`src/rtl/coin_charge_ctrl.sv`:
```
// Coin-operated charging front end: turns coin insertions into seconds of credit,
// drives the Timer start line and counts the credit down on its one-second ticks.
module coin_charge_ctrl #(
    parameter int unsigned SEC_PER_UNIT = 60,
    parameter int unsigned MAX_CREDIT   = 1800,
    parameter int unsigned CREDIT_W     = 11
) (
    input  logic                clk,
    input  logic                reset,
    input  logic [1:0]          coin_in,
    input  logic                cancel,
    input  logic                timing,
    output logic                start,
    output logic                charge_en,
    output logic [CREDIT_W-1:0] remaining,
    output logic                full,
    output logic                done
);

    localparam int unsigned SUM_W = CREDIT_W + 4;
    localparam logic [SUM_W-1:0]    MAX_S = SUM_W'(MAX_CREDIT);
    localparam logic [CREDIT_W-1:0] MAX_C = CREDIT_W'(MAX_CREDIT);

    typedef enum logic {
        IDLE,
        CHARGING
    } state_e;

    state_e              state_q, state_d;
    logic [CREDIT_W-1:0] credit_q, credit_d;
    logic [1:0]          coin_prev_q;
    logic                done_d;

    logic [1:0]          ev;
    logic [2:0]          units;
    logic                dec;
    logic [SUM_W-1:0]    add;
    logic [SUM_W-1:0]    sum;
    logic [SUM_W-1:0]    capped;

    // Edge-detect coins, form the saturated next credit and the next state.
    always_comb begin
        state_d  = state_q;
        credit_d = credit_q;
        done_d   = 1'b0;

        ev    = coin_in & ~coin_prev_q;
        units = 3'(ev[0]) + (ev[1] ? 3'd5 : 3'd0);
        add   = SUM_W'(units) * SUM_W'(SEC_PER_UNIT);
        dec   = (state_q == CHARGING) && timing;

        // A coin landing on the final tick restarts the credit from add - 1.
        if (credit_q == CREDIT_W'(1) && dec && (|ev)) begin
            sum = add - SUM_W'(1);
        end else begin
            sum = SUM_W'(credit_q) + add - SUM_W'(dec);
        end
        capped = (sum > MAX_S) ? MAX_S : sum;

        case (state_q)
            IDLE: begin
                if (!cancel && (|ev)) begin
                    credit_d = CREDIT_W'(capped);
                    state_d  = CHARGING;
                end
            end
            CHARGING: begin
                if (cancel) begin
                    credit_d = '0;
                    state_d  = IDLE;
                end else begin
                    credit_d = CREDIT_W'(capped);
                    if (capped == '0) begin
                        state_d = IDLE;
                        done_d  = 1'b1;
                    end
                end
            end
            default: state_d = IDLE;
        endcase
    end

    // State, credit, coin history and registered outputs.
    always_ff @(posedge clk or posedge reset) begin
        if (reset) begin
            state_q     <= IDLE;
            credit_q    <= '0;
            coin_prev_q <= '0;
            start       <= 1'b0;
            charge_en   <= 1'b0;
            remaining   <= '0;
            full        <= 1'b0;
            done        <= 1'b0;
        end else begin
            state_q     <= state_d;
            credit_q    <= credit_d;
            coin_prev_q <= coin_in;
            start       <= (state_d == CHARGING);
            charge_en   <= (state_d == CHARGING);
            remaining   <= credit_d;
            full        <= (credit_d == MAX_C);
            done        <= done_d;
        end
    end

endmodule

```
`config.mk`:
```
export PLATFORM = sky130hd
export DESIGN_NAME = coin_charge_ctrl
export DESIGN_NICKNAME = d
export VERILOG_FILES = /design/src/rtl/coin_charge_ctrl.sv
export SDC_FILE = /design/constraint.sdc
export NUM_CORES = 1
export LEC_CHECK = 0
export ABC_AREA = 1
export BUFFER_PORTS_ARGS = -buffer_cell sky130_fd_sc_hd__buf_2
export CORE_MARGIN = 2
export CORE_UTILIZATION = 64
export DETAILED_ROUTE_END_ITERATION = 10
export PLACE_DENSITY_LB_ADDON = 0.25
export SLEW_MARGIN = 30
export SYNTH_ARGS = -nofsm -noshare
export SYNTH_HDL_FRONTEND = slang
export SYNTH_SLANG_ARGS = --single-unit
```
`constraint.sdc`:
```
create_clock -name clk -period 6.55 [get_ports clk]
set_input_delay 0.655 -clock clk [delete_from_list [all_inputs] [get_ports clk]]
set_output_delay 0.655 -clock clk [all_outputs]
set_load 0.03 [all_outputs]
```
==> results of run 1 <==
[state kept, by name, indices dropped and copies added, names as in the netlist]
register and flops:
state_q 1, full 1, coin_prev_q 2, done 1
credit_q 11
[logic make-up (layout without fill, tap and decap cells)]
logic type               count (synthesis)  count (layout)
XOR/XNOR                                 1               1
flip-flops                              16              16
AO/OA/AOI/OAI                           29              29
adder cells (fa/ha/maj)                 28              28
AND/OR/NAND/NOR                        159             159
buffers and inverters                   67              89
[worst paths after layout]
path	to	slack [ns]	cells after the start
setup / recovery	state_q	2.61	22
hold / removal	coin_prev_q[0]	0.43	2
setup reg to reg	state_q	2.72	20
hold reg to reg	credit_q[8]	0.67	2
max in group asynchronous	credit_q[10]	5.74	2
min in group clk	coin_prev_q[1]	0.49	1
[stage by stage]
stage	instance area [sq um]	cells
6_report	2050	353
5_1_grt	2050	353
4_1_cts	2050	353
3_5_place_dp	2020	349
3_3_place_gp	2020	349
2_1_floorplan	1900	300
[cells in the mapped netlist (all sizes together)]
master  count  area, sq um
nand4       4         25.0
dfrtp      16          400
buf         2         18.8
or2         2         12.5
nor2       48          195
clkinv      2         8.75
nand3      25          125
or3         1         6.26
o21bai      2         15.0
inv        63          236
nand2      71          294
o21ai       5         25.0
nand3b      2         15.0
nor3        6         35.0
ha         27          338
a21oi      21          113
fa          1         20.0
xnor2       1         8.76
a31oi       1         6.26
[routing by layer]
metal | global-route usage, % | vias to the layer above | routed length (microns)
met3 | 5.71 | 4 | 319
met2 | 46.9 | 68 | 2200
met5 | 0 | - | 0
li1 | - | 981 | -
met1 | 39.3 | 858 | 2080
met4 | 6.98 | 0 | 29
[cell type report]
| cell class | count | area (sq um) | share of cell area [%] |
|---|---|---|---|
| Clock buffer | 4 | 36.3 | 1.77 |
| Inverter | 65 | 245 | 11.9 |
| Multi-Input combinational cell | 217 | 1230 | 60.0 |
| Sequential cell | 16 | 400 | 19.5 |
| Tap cell | 31 | 38.8 | 1.89 |
| Timing Repair Buffer | 20 | 100 | 4.87 |
==> results.ini, run 1 <==
[cts]
post-cts-setup-buffer-count=0
clockRootBuffer=clkbuf_4
cts_hold_buf=0
clk_latency_ns=0.28
clock-sinks=16
cts_buffer_depth=2
cts_tree=yes
h-tree-depth=1
cts_repair_resize_count=0
clk_pin_slew_ns=0.09
cts_buffers=3

[sta]
hold_violations=0
final_max_slew_viol_count=0
fin_hold_ws_ns=0.426
skew_ns=0.00178
setup_viol=0
period_share_pct=60.2
fin_ws_ns=2.61
max_slew.worst_pin.slew_ns=0.592
relSlewSlack_pct=60.5
rsz0062_at_grt=false
max_clock_freq_mhz=254
period_minus_slack_ns=3.94
fin_setup_tns_ns=0

[min_path]
min_path_type=input port to async pin

[place]
port_buffers=20
globalplace.congestion=1.01
dpl.hpwl_microns=3850
pre_cts_slack_ns=2.37

[worst_setup_path]
cp-end-kind=flip-flop
required_ns=6.71
cp_common_cell=nand2_1
startpoint_type=input port
worstSetupPathType=input port to flip-flop
cp_slowest_stage_delay_ns=0.43
crit_fanout=11
critical_path.startpoint=coin_in[0]
crit_family=simple AND/OR/NAND/NOR gates
critPathArrivalTime_ns=4.10
path_cells=buf_2, inv_1, nor2_1, inv_1, ha_1, ha_1, fa_1, inv_1, nand2_1, nand2_1, nand3b_1, a21oi_1, nor2_1, nor2_1, nand2_1, nand2_1, nand2_1, nand2_2, nand2_1, or3_1, nand2_1, o21ai_0
path_buf_inv=4
crit_slowest_cell=fa_1
worstReg2RegStart=coin_prev_q[0]

[outcome]
status=finished, final reports clean

[yosys]
synth_compound_area_share_pct=8.37
synthSimpleGateAreaFrac_pct=37.3
synth_area_sq_mm=0.00190
synth-seq-cells=16
yosysWarnings=0
synthAdderAreaFrac_pct=18.9
synth.avg_cell_area_sq_um=6.33
yosysSeqAreaShare_pct=21.1
syn_nets=334
synth_xor_area_share_pct=0.461
synth_top_family_by_area=simple AND/OR/NAND/NOR gates
synthMuxAreaShare_pct=0
synth.distinct_cells=28
postSynthCellCount=300

[global_routing]
antenna_found_initial=0
globalRouteOverflowTotal=0
grtUsageTotal_pct=28.8
grt_pass1_wl_microns=7630
grt_max_degree=17
grt_pass1_vias=1748

[routing]
drtPass1Iterations=4
via_per_inst=5.41
drcViolationCount=0
first_iter_violations=148
num_vias=1911
wire_per_inst_microns=13.1
totalWireLength_microns=4630
antenna_left=0

[final_layout]
nNetsFinal=357
layout_common_cells=nand2_1, inv_1, nor2_1
layout_commonest_cell=nand2_1
syn_to_final_growth_pct=8.24
diodes=0
post-route-util_pct=73.9
n_fill_cell=243
drive_above_1_share_pct=14.0

[floorplan]
core_area_sq_mm=0.00278
ios=21
std_cell_rows=19
die-area_sq_mm=0.00342
start_util_pct=68.2
dieWidth_microns=58.5
die_y_microns=58.5

[run]
cap_violations=0

Power of run 1 is left out: the tool's default activity adds up to more than one toggle a clock period on the data nets, which glitch-free logic cannot reach.
==> run 2, diff against run 1 <==
--- a/config.mk
+++ b/config.mk
@@ -8,7 +8,7 @@
 export ABC_AREA = 1
 export BUFFER_PORTS_ARGS = -buffer_cell sky130_fd_sc_hd__buf_2
 export CORE_MARGIN = 2
-export CORE_UTILIZATION = 64
+export CORE_UTILIZATION = 54
 export DETAILED_ROUTE_END_ITERATION = 10
 export PLACE_DENSITY_LB_ADDON = 0.25
 export SLEW_MARGIN = 30
==> constraint.sdc (replaced) <==
create_clock -name clk -period 3.4 [get_ports clk]
set_input_delay 0.34 -clock clk [delete_from_list [all_inputs] [get_ports clk]]
set_output_delay 0.34 -clock clk [all_outputs]
set_load 0.03 [all_outputs]
==> run 2 against run 1 <==
Final area grew 20%; worst setup slack lost 2.5 ns; die area grew 17%; worst hold slack lost 0.33 ns; highest routed layer unchanged.
==> results.ini, run 2 (same netlist as run 1, synthesis figures left out) <==
[sta]
hold_violations=0
period_share_pct=95.7
fin_hold_ws_ns=0.0919
final_max_slew_viol_count=0
setup_viol=0
relSlewSlack_pct=59.8
skew_ns=0.0132
max_slew.worst_pin.slew_ns=0.603
max_clock_freq_mhz=307
period_minus_slack_ns=3.25

[place]
globalplace.congestion=0.947
port_buffers=20
dpl.hpwl_microns=4160
placed_cells=384

[cts]
cts_hold_buf=0
clock-sinks=16
cts_buffers=3
clk_pin_slew_ns=0.11
cts_buffer_depth=2
clk_latency_ns=0.30
cts_tree=yes
h-tree-depth=1
clockRootBuffer=clkbuf_4
post-cts-setup-buffer-count=0

[routing]
drtPass1Iterations=5
via_per_inst=5.49
wire_per_inst_microns=14.9
drcViolationCount=0
first_iter_violations=155
totalWireLength_microns=5800
num_vias=2135
antenna_left=0

[worst_setup_path]
crit_slowest_cell=dfrtp_1
cp-end-kind=flip-flop
critical_path.startpoint=state_q
cp_slowest_stage_delay_ns=0.43
worstReg2RegStart=state_q
worst-r2r-cell-count=24
startpoint_type=flip-flop
worstSetupPathType=flip-flop to flip-flop
required_ns=3.60
r2r_end=state_q
cp_common_cell=nand2_1
crit_fanout=6
crit_end=state_q
critPathArrivalTime_ns=3.45
rrSetupSlack_ns=0.15
path_cells=nand2_2, inv_2, ha_1, inv_1, ha_2, inv_1, fa_1, inv_1, nand2_1, nand2_1, nand3_1, nand2_1, nand2_2, nand2_2, nand2_1, nor2_1, nand2_1, nand2_1, nand2_2, nand2_4, nand2_1, or3_4, nand2_1, o21ai_0

[min_path]
min_path_type=input port to async pin

[floorplan]
dieWidth_microns=63.3
std_cell_rows=21
start_util_pct=56.4
die-area_sq_mm=0.00400
core_area_sq_mm=0.00336
ios=21
die_y_microns=63.3

[global_routing]
grt_max_degree=17
grtUsageTotal_pct=26.5
antenna_found_initial=0
grt_pass1_vias=1881
globalRouteOverflowTotal=0
grt_pass1_wl_microns=8400

[final_layout]
largest_reg_flops=11
diodes=0
layout_commonest_cell=nand2_1
top_regs=credit_q (11), coin_prev_q (2)
n_fill_cell=277
drive_above_1_share_pct=28.6
nNetsFinal=378
regMostFlops=credit_q
syn_to_final_growth_pct=29.7
post-route-util_pct=73.2
layout_common_cells=nand2_1, inv_1, nor2_1
finalNonFillerCells=389

[outcome]
status=finished, final reports clean

[run]
cap_violations=0

-- run 2: cell count changes in the layout (fill, tap and decap cells not counted), moves of 5 or more --
cell	delta
buf_4	+20
ha_1	-9
a21oi_1	-8
ha_4	+7
a21oi_4	+5
-- run 2: stage by stage --
stage / setup slack (ns) / TNS (ns) / instance area [sq um]
after floorplan: 0.144 / 0 / 1900
after global placement: 0.000100 / 0 / 2190
after detailed placement: -0.136 / -0.221 / 2190
after CTS: 0.00984 / 0 / 2230
after global routing: -0.0437 / -0.0710 / 2460
final: 0.147 / 0 / 2460
-- run 2: worst min-delay path by stage --
| stage | endpoint | slack (ns) | cells after the start | from |
|---|---|---|---|---|
| global route | full | 0.15 | 2 | reset |
| CTS | full | 0.12 | 2 | reset |
| detailed placement | credit_q[0] | 0.45 | 2 | reset |
| floorplan | coin_prev_q[0] | 0.25 | 1 | reset |
| finish | credit_q[3] | 0.09 | 2 | reset |
| global placement | credit_q[0] | 0.43 | 2 | reset |
-- run 2: layer usage --
| metal | share of wire (%) | vias up | global-route usage [%] | wire length [microns] |
|---|---|---|---|---|
| li1 | - | 1017 | - | - |
| met1 | 41 | 966 | 34.7 | 2380 |
| met2 | 46 | 114 | 44.7 | 2680 |
| met3 | 7.1 | 38 | 3.93 | 414 |
| met4 | 5.5 | 0 | 8.42 | 319 |
| met5 | 0 | - | 2.78 | 0 |
-- run 2: critical path: cells and delay by family, from the launching register on --
kind	cells	cell delay [ns]
AND/OR/NAND/NOR	16	1.60
flip-flops	1	0.43
adder cells (fa/ha/maj)	3	0.78
AO/OA/AOI/OAI	1	0.07
buffers and inverters	4	0.26
-- run 2: timing repair --
action,4_1_cts,5_1_grt
cloned,0,1
resized for setup,1,41
endpoints found under the setup margin,2,10
hold endpoints to repair,0,0
pin swaps,0,4
-- run 2: area by class of cell --
class	count	area (sq um)	area share, %
multi-input combinational	218	1470	59.8
sequential	16	400	16.3
timing repair buffer	40	250	10.2
inverter	65	245	9.96
tap	46	57.6	2.34
clock buffer	4	36.3	1.47
Power of run 2 is left out for the same reason.
==> run 3, diff against run 2 <==
--- a/config.mk
+++ b/config.mk
@@ -11,6 +11,7 @@
 export CORE_UTILIZATION = 54
 export DETAILED_ROUTE_END_ITERATION = 10
 export PLACE_DENSITY_LB_ADDON = 0.25
+export REMOVE_ABC_BUFFERS = 1
 export SLEW_MARGIN = 30
 export SYNTH_ARGS = -nofsm -noshare
 export SYNTH_HDL_FRONTEND = slang
==> run 3 against run 2 <==
Worst setup slack improved by 0.072 ns; cell count fell by 1.0%; first-iteration DRC count fell by 0.65%; non-clock buffer count fell by 2; via count fell by 6.2%; highest routed layer unchanged.
==> results.ini, run 3 (same netlist as run 1, synthesis figures left out) <==
[outcome]
status=finished, final reports clean

[routing]
drcViolationCount=0
drtPass1Iterations=4
antenna_left=0
wire_per_inst_microns=13.2
num_vias=2003
totalWireLength_microns=5070
first_iter_violations=154
via_per_inst=5.20

[sta]
final_max_slew_viol_count=0
fin_ws_ns=0.218
max_slew.worst_pin.slew_ns=0.589
period_minus_slack_ns=3.18
max_clock_freq_mhz=314
period_share_pct=93.6
setup_viol=0
skew_ns=0.00122
relSlewSlack_pct=60.7
hold_violations=0
fin_setup_tns_ns=0

[worst_setup_path]
worstSetupPathType=flip-flop to flip-flop
cp-end-kind=flip-flop
crit_end=full
worst-r2r-cell-count=23
required_ns=3.62
crit_fanout=4
rrSetupSlack_ns=0.22
r2r_end=full
startpoint_type=flip-flop
critical_path.startpoint=coin_prev_q[0]
worstReg2RegStart=coin_prev_q[0]
critPathArrivalTime_ns=3.40

[final_layout]
multi_input_area_sq_mm=0.00140
drive_above_1_share_pct=26.0
top_regs=credit_q (11), coin_prev_q (2)
regMostFlops=credit_q
layout_common_cells=nand2_1, inv_1, nor2_1
syn_to_final_growth_pct=25.1
n_fill_cell=303
layout_commonest_cell=nand2_1
post-route-util_pct=70.6
seqCellArea_sq_um=400
diodes=0
largest_reg_flops=11
nNetsFinal=375

[global_routing]
grt_max_degree=17
grt_pass1_vias=1817
globalRouteOverflowTotal=0
grtUsageTotal_pct=24.9
top_usage_layer=met2
met1_usage_pct=33.4
antenna_found_initial=0
met3_usage_pct=4.29
grtUsageMet2_pct=42.2
grt_pass1_wl_microns=7880

[place]
pre_cts_slack_ns=-0.0758
globalplace.congestion=0.880
port_buffers=20
dpl.hpwl_microns=4030

[cts]
h-tree-depth=1
clk_latency_ns=0.28
post-cts-setup-buffer-count=0
cts_tree=yes
clockRootBuffer=clkbuf_4
clock-sinks=16
cts_buffer_depth=2
cts_hold_buf=0
clk_pin_slew_ns=0.08
cts_buffers=3

[floorplan]
start_util_pct=56.4
ios=21
die-area_sq_mm=0.00400
std_cell_rows=21
core_area_sq_mm=0.00336
die_y_microns=63.3
dieWidth_microns=63.3

[min_path]
min_path_type=input port to async pin

[run]
cap_violations=0

==> run 3: worst max-delay path, stage by stage, from the launching register on <==
cell and delay, ns:
dfrtp_1 0.38, nor2_2 0.12, inv_2 0.08, ha_2 0.19, xnor2_2 0.15, ha_1 0.27
inv_1 0.06, ha_4 0.29, buf_4 0.11, nand2_1 0.08, nor3_1 0.14, nand2_1 0.12
nand3_1 0.09, nand3_1 0.10, nor2_1 0.09, nand2_1 0.06, nand2_1 0.06, nand2_2 0.08
buf_4 0.17, a21oi_4 0.12, nand2_1 0.07, nor2_1 0.11, nand2_1 0.08, nor2_1 0.10
==> run 3: per-layer routing <==
metal	part of all wire [%]	wire, microns
met1	43	2180
met2	49	2490
met3	6.8	344
met4	1.1	58
met5	0	0
==> run 3: final cells by class <==
type | count | share of cell area, %
multi-input cells | 217 | 59.0
flip-flops and latches | 16 | 16.9
repair buffers | 38 | 10.4
inverters | 65 | 10.3
well taps | 46 | 2.42
clock buffers | 3 | 0.948
==> run 3: worst min path at each step <==
stage               slack, ns  start  cells after the start             end
finish                   0.11  reset                      2     credit_q[1]
global route             0.15  reset                      2     credit_q[3]
CTS                      0.12  reset                      2     credit_q[2]
detailed placement       0.43  reset                      2     credit_q[1]
global placement         0.43  reset                      2     credit_q[2]
floorplan                0.25  reset                      1  coin_prev_q[0]
==> run 3: what timing repair did <==
item / in CTS / in global routing
setup endpoints to repair: 1 / 11
pin swaps: 0 / 7
resized for setup: 2 / 30
==> run 3: through the flow <==
stage	cells	area, sq um	hold slack [ns]
after floorplan	298	1880	0.254
after global placement	382	2180	0.427
after detailed placement	382	2180	0.429
after CTS	385	2220	0.118
after global routing	385	2370	0.153
final	385	2370	0.106
Power of run 3 is left out for the same reason.
